## src/rtl/bcd_pkg.sv

```systemverilog
// Shared definitions for the BCD-to-binary sequencer: state encoding and default sizing.
package bcd_pkg;

  typedef enum logic [1:0] {
    IDLE  = 2'd0,
    CHECK = 2'd1,
    SHIFT = 2'd2,
    DONE  = 2'd3
  } state_e;

  localparam int          N_DIGITS_DEF  = 3;
  localparam int          BIN_W_DEF     = 10;
  localparam logic [3:0]  BCD_MAX_DIGIT = 4'd9;

endpackage

```

## src/rtl/bcd_bin_seq_digit_adj.sv

```systemverilog
// Reverse double-dabble digit correction: a nibble of 8 or more after the right shift loses 3.
module bcd_digit_adj (
  input  logic [3:0] i_nib,
  output logic [3:0] o_nib
);

  assign o_nib = i_nib[3] ? (i_nib - 4'd3) : i_nib;

endmodule

```

## src/rtl/bcd_bin_seq.sv

```systemverilog
// Sequential packed-BCD to binary converter using BIN_W reverse double-dabble steps.
//
// state | meaning
// IDLE  | waiting for start; outputs hold the last result
// CHECK | one cycle: reject any captured digit above 9
// SHIFT | BIN_W shift/adjust steps on the working register
// DONE  | two cycles: result settles, then the one-cycle valid pulse
module bcd_bin_seq
  import bcd_pkg::*;
#(
  parameter int N_DIGITS = N_DIGITS_DEF,
  parameter int BIN_W    = BIN_W_DEF
) (
  input  logic                  clk,
  input  logic                  rst_n,
  input  logic                  start,
  input  logic [4*N_DIGITS-1:0] bcd_in,
  output logic                  busy,
  output logic                  valid,
  output logic [BIN_W-1:0]      bin_out,
  output logic                  err
);

  localparam int BCD_W = 4 * N_DIGITS;
  localparam int WW    = BCD_W + BIN_W;
  localparam int CW    = $clog2(BIN_W + 1);

  state_e             r_state;
  state_e             w_state_nxt;
  logic [WW-1:0]      r_work;
  logic [CW-1:0]      r_cnt;
  logic               r_done_ph;
  logic               r_busy;
  logic               r_valid;
  logic [BIN_W-1:0]   r_bin;
  logic               r_err;

  logic [WW-1:0]      w_shift;
  logic [BCD_W-1:0]   w_bcd_adj;
  logic [WW-1:0]      w_work_nxt;
  logic               w_bad;
  logic               w_last;

  assign w_shift    = r_work >> 1;
  assign w_work_nxt = {w_bcd_adj, w_shift[BIN_W-1:0]};
  assign w_last     = (r_cnt == CW'(BIN_W - 1));

  for (genvar g = 0; g < N_DIGITS; g++) begin : g_adj
    bcd_digit_adj u_adj (
      .i_nib (w_shift[BIN_W + 4*g +: 4]),
      .o_nib (w_bcd_adj[4*g +: 4])
    );
  end

  always_comb begin
    w_bad = 1'b0;
    for (int i = 0; i < N_DIGITS; i++) begin
      if (r_work[BIN_W + 4*i +: 4] > BCD_MAX_DIGIT) w_bad = 1'b1;
    end
  end

  always_comb begin
    w_state_nxt = r_state;
    case (r_state)
      IDLE:    if (start) w_state_nxt = CHECK;
      CHECK:   w_state_nxt = w_bad ? DONE : SHIFT;
      SHIFT:   if (w_last) w_state_nxt = DONE;
      DONE:    if (r_done_ph) w_state_nxt = IDLE;
      default: w_state_nxt = IDLE;
    endcase
  end

  always_ff @(posedge clk) begin
    if (!rst_n) begin
      r_state   <= IDLE;
      r_work    <= '0;
      r_cnt     <= '0;
      r_done_ph <= 1'b0;
      r_busy    <= 1'b0;
      r_valid   <= 1'b0;
      r_bin     <= '0;
      r_err     <= 1'b0;
    end else begin
      r_state <= w_state_nxt;
      r_busy  <= (w_state_nxt != IDLE);
      r_valid <= 1'b0;
      case (r_state)
        IDLE: begin
          if (start) begin
            r_work    <= {bcd_in, {BIN_W{1'b0}}};
            r_cnt     <= '0;
            r_done_ph <= 1'b0;
          end
        end
        CHECK: begin
          if (w_bad) begin
            r_err <= 1'b1;
            r_bin <= '0;
          end else begin
            r_err <= 1'b0;
          end
        end
        SHIFT: begin
          r_work <= w_work_nxt;
          r_cnt  <= r_cnt + CW'(1);
          if (w_last) r_bin <= w_work_nxt[BIN_W-1:0];
        end
        DONE: begin
          r_done_ph <= 1'b1;
          r_valid   <= ~r_done_ph;
        end
        default: ;
      endcase
    end
  end

  assign busy    = r_busy;
  assign valid   = r_valid;
  assign bin_out = r_bin;
  assign err     = r_err;

endmodule

```

## config.mk

```make
export PLATFORM = sky130hd
export DESIGN_NAME = bcd_bin_seq
export DESIGN_NICKNAME = d
export VERILOG_FILES = /design/src/rtl/bcd_pkg.sv /design/src/rtl/bcd_bin_seq_digit_adj.sv /design/src/rtl/bcd_bin_seq.sv
export SDC_FILE = /design/constraint.sdc
export NUM_CORES = 1
export LEC_CHECK = 0
export CAP_MARGIN = 20
export CELL_PAD_IN_SITES_DETAIL_PLACEMENT = 1
export CELL_PAD_IN_SITES_GLOBAL_PLACEMENT = 1
export CORE_UTILIZATION = 36
export DETAILED_ROUTE_END_ITERATION = 8
export GPL_ROUTABILITY_DRIVEN = 0
export PLACE_DENSITY = 0.78
export SETUP_SLACK_MARGIN = 0.05
export SYNTH_ARGS = -nofsm -noshare
export SYNTH_HDL_FRONTEND = slang
export SYNTH_SLANG_ARGS = --single-unit
export TNS_END_PERCENT = 50
```

## constraint.sdc

```tcl
create_clock -name clk -period 1.4 [get_ports clk]
set_input_delay 0.28 -clock clk [delete_from_list [all_inputs] [get_ports clk]]
set_output_delay 0.28 -clock clk [all_outputs]
set_load 0.005 [all_outputs]
```

# ---- Word-level counts from Yosys, hierarchy flattened
# Cells that the tools add are included.
dict set report classes {
  n_addsub 3
  mul 0
  n_div 0
  magnitude_cmp 3
  n_eq_ne 7
  shifts 0
  muxes 20
  bitwise 1
  n_reduce_logical 9
}
# operator count
set ops {}
lappend ops {{$pmux 22 s2} 1}
lappend ops {{$mux 22} 1}
lappend ops {{$mux 10} 2}
lappend ops {{$pmux 10 s2} 1}
lappend ops {{$gt 4x4->1 const B} 3}
lappend ops {{$mux 4} 3}
lappend ops {{$pmux 2 s4} 1}
lappend ops {{$pmux 4 s2} 1}
lappend ops {{$reduce_bool 2->1} 4}
lappend ops {{$sub 4x2->4 const B} 2}
lappend ops {{$mux 1} 6}
lappend ops {{$mux 2} 3}
lappend ops {{$ne 2x2->1 const B} 3}
lappend ops {{$reduce_and 2->1} 3}
lappend ops {{$add 4x1->4 const B} 1}
lappend ops {{$eq 2x2->1 const B} 2}
lappend ops {{$eq 4x4->1 const B} 1}
lappend ops {{$reduce_and 3->1} 1}
lappend ops {{$eq 2x1->1 const B} 1}
lappend ops {{$logic_not 2->1} 1}
lappend ops {{$pmux 1 s2} 1}
lappend ops {{$not 1->1} 1}
dict set report word_totals {
  ff_bits 42
  latch_bits 0
  ram_bits 0
  mem_bits_ro 0
  inputBits 15
  out_inout_bits 13
  wordCells 51
  memories 0
}

# ---- Logic depth before layout (Yosys ltp)
# Gate-level depths: netlist of the first run.
dict set report depth {
  word_depth 7
  mapped_depth 7
  mapped_depth_nobuf 6
}

# ---- Cells and area by module
# A second synthesis of the first run with hierarchy kept.
dict set report hier_totals {
  cells_unflattened 198
  area_unflattened_um2 1829.3
}
# mod n_inst cells_each area_per_inst_um2 seq_area_each_um2
set by_module_without_submodules {}
lappend by_module_without_submodules {bcd_bin_seq 1 177 1641.6 820.8}
lappend by_module_without_submodules {bcd_digit_adj 3 7 62.6 0.0}

# ---- Least setup slack after synthesis of the first run
# Ideal clock, no wire load.
dict set report synth_path {
  path_type {register to register}
  from {register r_state[0]}
  to {register r_bin[0], in the netlist bin_out[0]}
  setup_ps 117
  arrival_ps 1358
  required_time_ps 1283
  setup_slack_ps -75
  stages_incl_launch_ff 8
  path_buffers 3
  period_less_slack_ps 1475
  cell_sequence {dfxtp_1 -> buf_6 -> nand2b_4 -> buf_6 -> nor3_4 -> and3b_1 -> buf_6 -> a22o_1}
}
dict set report synth_between {
  elab_chain_cells 3
  elab_cells_between_ends 7
  cone_classes {eq/ne: 4; mux: 1; reduce/logical: 2}
}
# element line_no
set synth_rtl {}
lappend synth_rtl {{from (decl)} bcd_bin_seq.sv:28} ;# state_e r_state;
lappend synth_rtl {{from (signal assigned)} bcd_bin_seq.sv:84} ;# r_state <= w_state_nxt;
lappend synth_rtl {{$eq 2x2->1 or $eq 2x1->1 (tied branches)} bcd_bin_seq.sv:87} ;# case (r_state)
lappend synth_rtl {{$ne 2x2->1 (no source line) or $reduce_bool 2->1 (tied branches)} -}
lappend synth_rtl {{$reduce_and 3->1 (no source line)} -}
lappend synth_rtl {{to (signal assigned)} bcd_bin_seq.sv:106} ;# if (w_last) r_bin <= w_work_nxt[BIN_W-1:0];
lappend synth_rtl {{to (decl)} bcd_bin_seq.sv:35} ;# logic [BIN_W-1:0] r_bin;
# Several ways; a longest one is shown, not always the timed one.
# A chain may end at the register's enable or synchronous reset.

# ---- Worst setup path after layout of the first run
dict set report layout_path {
  from {register r_work[21]}
  to {register r_bin[6], in the netlist bin_out[6]}
}
dict set report layout_between {
  elab_chain_cells 4
}
# element line_no
set layout_rtl {}
lappend layout_rtl {{from (decl)} bcd_bin_seq.sv:30} ;# logic [WW-1:0] r_work;
lappend layout_rtl {{from (signal assigned)} bcd_bin_seq.sv:90} ;# r_work <= {bcd_in, {BIN_W{1'b0}}};
lappend layout_rtl {{from (signal assigned)} bcd_bin_seq.sv:104} ;# r_work <= w_work_nxt;
lappend layout_rtl {{$gt 4x4->1} bcd_bin_seq.sv:58} ;# if (r_work[BIN_W + 4*i +: 4] > BCD_MAX_DIGIT) w_bad = 1'b1;
lappend layout_rtl {{$mux 1} bcd_bin_seq.sv:58}
lappend layout_rtl {{$ne 2x2->1 (no source line)} -}
lappend layout_rtl {{$reduce_and 3->1 (no source line)} -}
# Every way passes these cells.

==> results of run 1 <==
[cell families (layout without fill, tap and decap cells)]
| family | Yosys count | count (layout) |
|---|---|---|
| compound gates | 49 | 49 |
| buf+inv | 16 | 69 |
| simple gates | 73 | 74 |
| mux | 2 | 2 |
| flops | 41 | 41 |
| xor+xnor | 4 | 4 |
| fa+ha+maj | 4 | 4 |
[layer usage]
layer  part of all wire, %  vias to the layer above  track usage (%)
met5                     0                        -                0
met2                    52                       29             33.9
li1                      -                      771                -
met1                    44                      800             24.7
met3                   2.3                        5             5.00
met4                   1.4                        0             7.84
[registers in the layout, summed over array words and instances (netlist names)]
name and count:
r_cnt 4, bin_out 10, r_state 2, valid 1
r_done_ph 1, r_work 21, busy 1, err 1
[per-stage QoR]
stage / setup TNS, ps / std cells / worst slack, ps / utilization, % / area [sq um]
2_1_floorplan: -68.4 / 189 / -6.83 / - / 1760
3_3_place_gp: -7870 / 295 / -364 / 47.5 / 2240
3_5_place_dp: -9220 / 295 / -406 / 47.5 / 2240
4_1_cts: -13.9 / 309 / -13.9 / 51.5 / 2430
5_1_grt: -193 / 310 / -46.0 / 53.4 / 2520
6_report: 0 / 310 / 15.4 / 53.4 / 2520
[power groups by stage]
stage	Combinational, W	Sequential, W	Clock (W)
floorplan	0.000240	0.00128	0
finish	0.000508	0.00127	0.000892
global placement	0.000426	0.00128	0
CTS	0.000465	0.00126	0.000918
detailed placement	0.000436	0.00128	0
global route	0.000552	0.00128	0.000954
[cell type report]
type / count / area (sq um) / share of cell area [%]
inverter: 1 / 3.75 / 0.149
tap: 67 / 83.8 / 3.33
multi-input combinational: 133 / 957 / 38.0
timing repair buffer: 60 / 520 / 20.7
sequential: 41 / 850 / 33.7
clock buffer: 7 / 96.3 / 3.82
clock inverter: 1 / 8.76 / 0.348
[how the worst min path moves through the flow]
stage	from	end	slack, ps	cells past startpoint
after floorplan	start	busy	400	2
final	start	busy	390	3
after detailed placement	r_work[1]	bin_out[0]	470	1
after CTS	start	busy	380	3
after global placement	r_work[1]	bin_out[0]	450	1
after global routing	start	busy	410	3
[cells in the final DEF (no fill, tap or decap), drive strengths merged, types with 3 or more instances in the layout]
cell / netlist / final
a21oi: 4 / 4
nor2b: 5 / 5
buf: 9 / 33
a21boi: 17 / 17
and3: 3 / 3
nand3: 13 / 13
dlygate4sd2: 0 / 13
nand2: 26 / 26
a22oi: 6 / 6
nor2: 11 / 11
o21ai: 3 / 3
ha: 4 / 4
xnor2: 4 / 4
dfxtp: 41 / 41
a22o: 9 / 9
nand2b: 4 / 4
clkdlybuf4s50: 0 / 13
clkbuf: 6 / 7
nor3: 4 / 4
[Yosys cell counts (2+ instances only)]
cell | n | area [sq um]
a31oi_1 | 2 | 12.5
and2_1 | 2 | 12.5
clkbuf_1 | 6 | 22.5
a221oi_1 | 2 | 17.5
buf_2 | 6 | 30.0
nor2_1 | 10 | 37.5
nor2b_1 | 5 | 31.3
buf_6 | 3 | 33.8
mux2i_1 | 2 | 20.0
o21a_1 | 2 | 15.0
nor3_1 | 3 | 15.0
nand2b_1 | 3 | 18.8
a22oi_1 | 6 | 45.0
o21ai_0 | 3 | 15.0
a21boi_1 | 16 | 120
nand3_1 | 13 | 65.1
o221ai_1 | 2 | 17.5
a22o_1 | 9 | 78.8
ha_1 | 4 | 50.1
and3_1 | 3 | 18.8
xnor2_1 | 4 | 35.0
dfxtp_1 | 41 | 821
a21oi_1 | 4 | 20.0
nand2_1 | 26 | 97.6
[worst max-delay path: cells and delay by family, from the launching register on]
family	cells	cell delay, ps
AO/OA/AOI/OAI	3	650
AND/OR/NAND/NOR	1	270
flip-flops	1	350
[timing repair]
item,CTS,global route
buffers inserted,5,1
setup endpoints to repair,41,16
gates cloned,1,0
pin swaps,2,11
resized for setup,41,14
==> run metrics, run 1 <==
CTS tree built; layout cells sized above 1 32.9%; FMAX 722 MHz; root buf cell clkbuf_8; Final period util 98.9%; TritonRoute pass-1 iters 4; combinational share of power 19.0%; Die W 71.9 um; Largest stage delay, worst path 350 ps; simple-gate area share of the yosys netlist 21.3%; share of synthesized registers carrying an async set or reset 0%; CP max stage cell dfxtp_2; Tightest Hold Check Type in2reg; Synth Area in XOR/XNOR 1.99%; core area 0.00472 sq mm; worst vdd ir 642 uV; Critical Path Sink Type flip-flop; DPL Wire Length 3080 um; Synthesized Nets 208; #FFs+latches synth 41; All-Layer GR Usage 20.1%; die area 0.00517 sq mm; total power 0.00267 W; cell row count 25; Tmin final 1380 ps; Critical Path Source Type flip-flop; Sequential Power Share 47.6%; register area share after synthesis 46.7%; Worst EP arrival 1580 ps; Crit Path Class reg2reg; endpoints failing hold 0; worst r2r dst bin_out[6]; total number of vias 1,605; adder-cell area share of the yosys netlist 2.84%; Pint 0.00195 W; main combinational cell family by area after synthesis simple AND/OR/NAND/NOR gates; RSZ-0062 raised after global routing true; EDFF count, synth 0; worst-skew pair later-pin latency 300 ps; number of port buffers 27; Fill cells 537; relative slew slack 77.2%; DRT iter0 DRCs 41; Psw 0.000726 W; WL/cell 15.8 um; Die H 71.9 um; first-pass GRT wire length 7860 um; initial antenna violation count 0; Leak Pwr 1.06 nW; mux cell area share after synthesis 1.14%; crit-path cells o21ai_0 > a31o_1 > and3b_2 > a22o_1; H-tree depth 2; Setup Skew 10.1 ps; Final #Nets 261; antenna cell count 0; final wirelength 4910 um; DRC Markers 0; status finished clean; vias per inst 5.18; R2R Setup Slk 20 ps; Max-Cap Viols 0; Clk network pwr share 33.4%; IO Count 28; Min Hold Slack 389 ps; Sink Count 41; Crit Path Max Fanout 5; Worst Tran Pin Value 342 ps; Cell Pwr Density 1060 mW/mm^2; final count of pins violating max slew 0; largest net degree at the start of global routing 22; area grow syn2layout 43.2%; vias in the first global route 1,633; Main synth FF type dfxtp_1; Final setup viols 0; Syn Inst Count 189; ANT nets after route 0; Reg-to-Reg Start r_work[21]; initial core utilization 37.2%; worst-case clock buffer depth 2; worst endpoint required time 1590 ps; Synthesis Warnings 0; GR Overflow Total 0; total CTS buffers 5; Hold-fix buffers, CTS 0; Synth Area in Compound Gates 20.9%; post-synthesis cell type count 36; Synth Area per Inst 9.31 sq um; sw frac 27.2%; clock slew at reported path FFs 80 ps; Critical Path Sink bin_out[6]; Setup crit start r_work[21]; FF-to-FF path depth 4; Synth Cell Area 0.00176 sq mm
Power figures use the tool's default switching activity.
==> inputs of run 2 (changes only) <==
Settings changed: CTS_CLUSTER_DIAMETER set to 60.
==> results of run 2 <==
The final DEF is identical to that of run 1; final timing and power are the same.
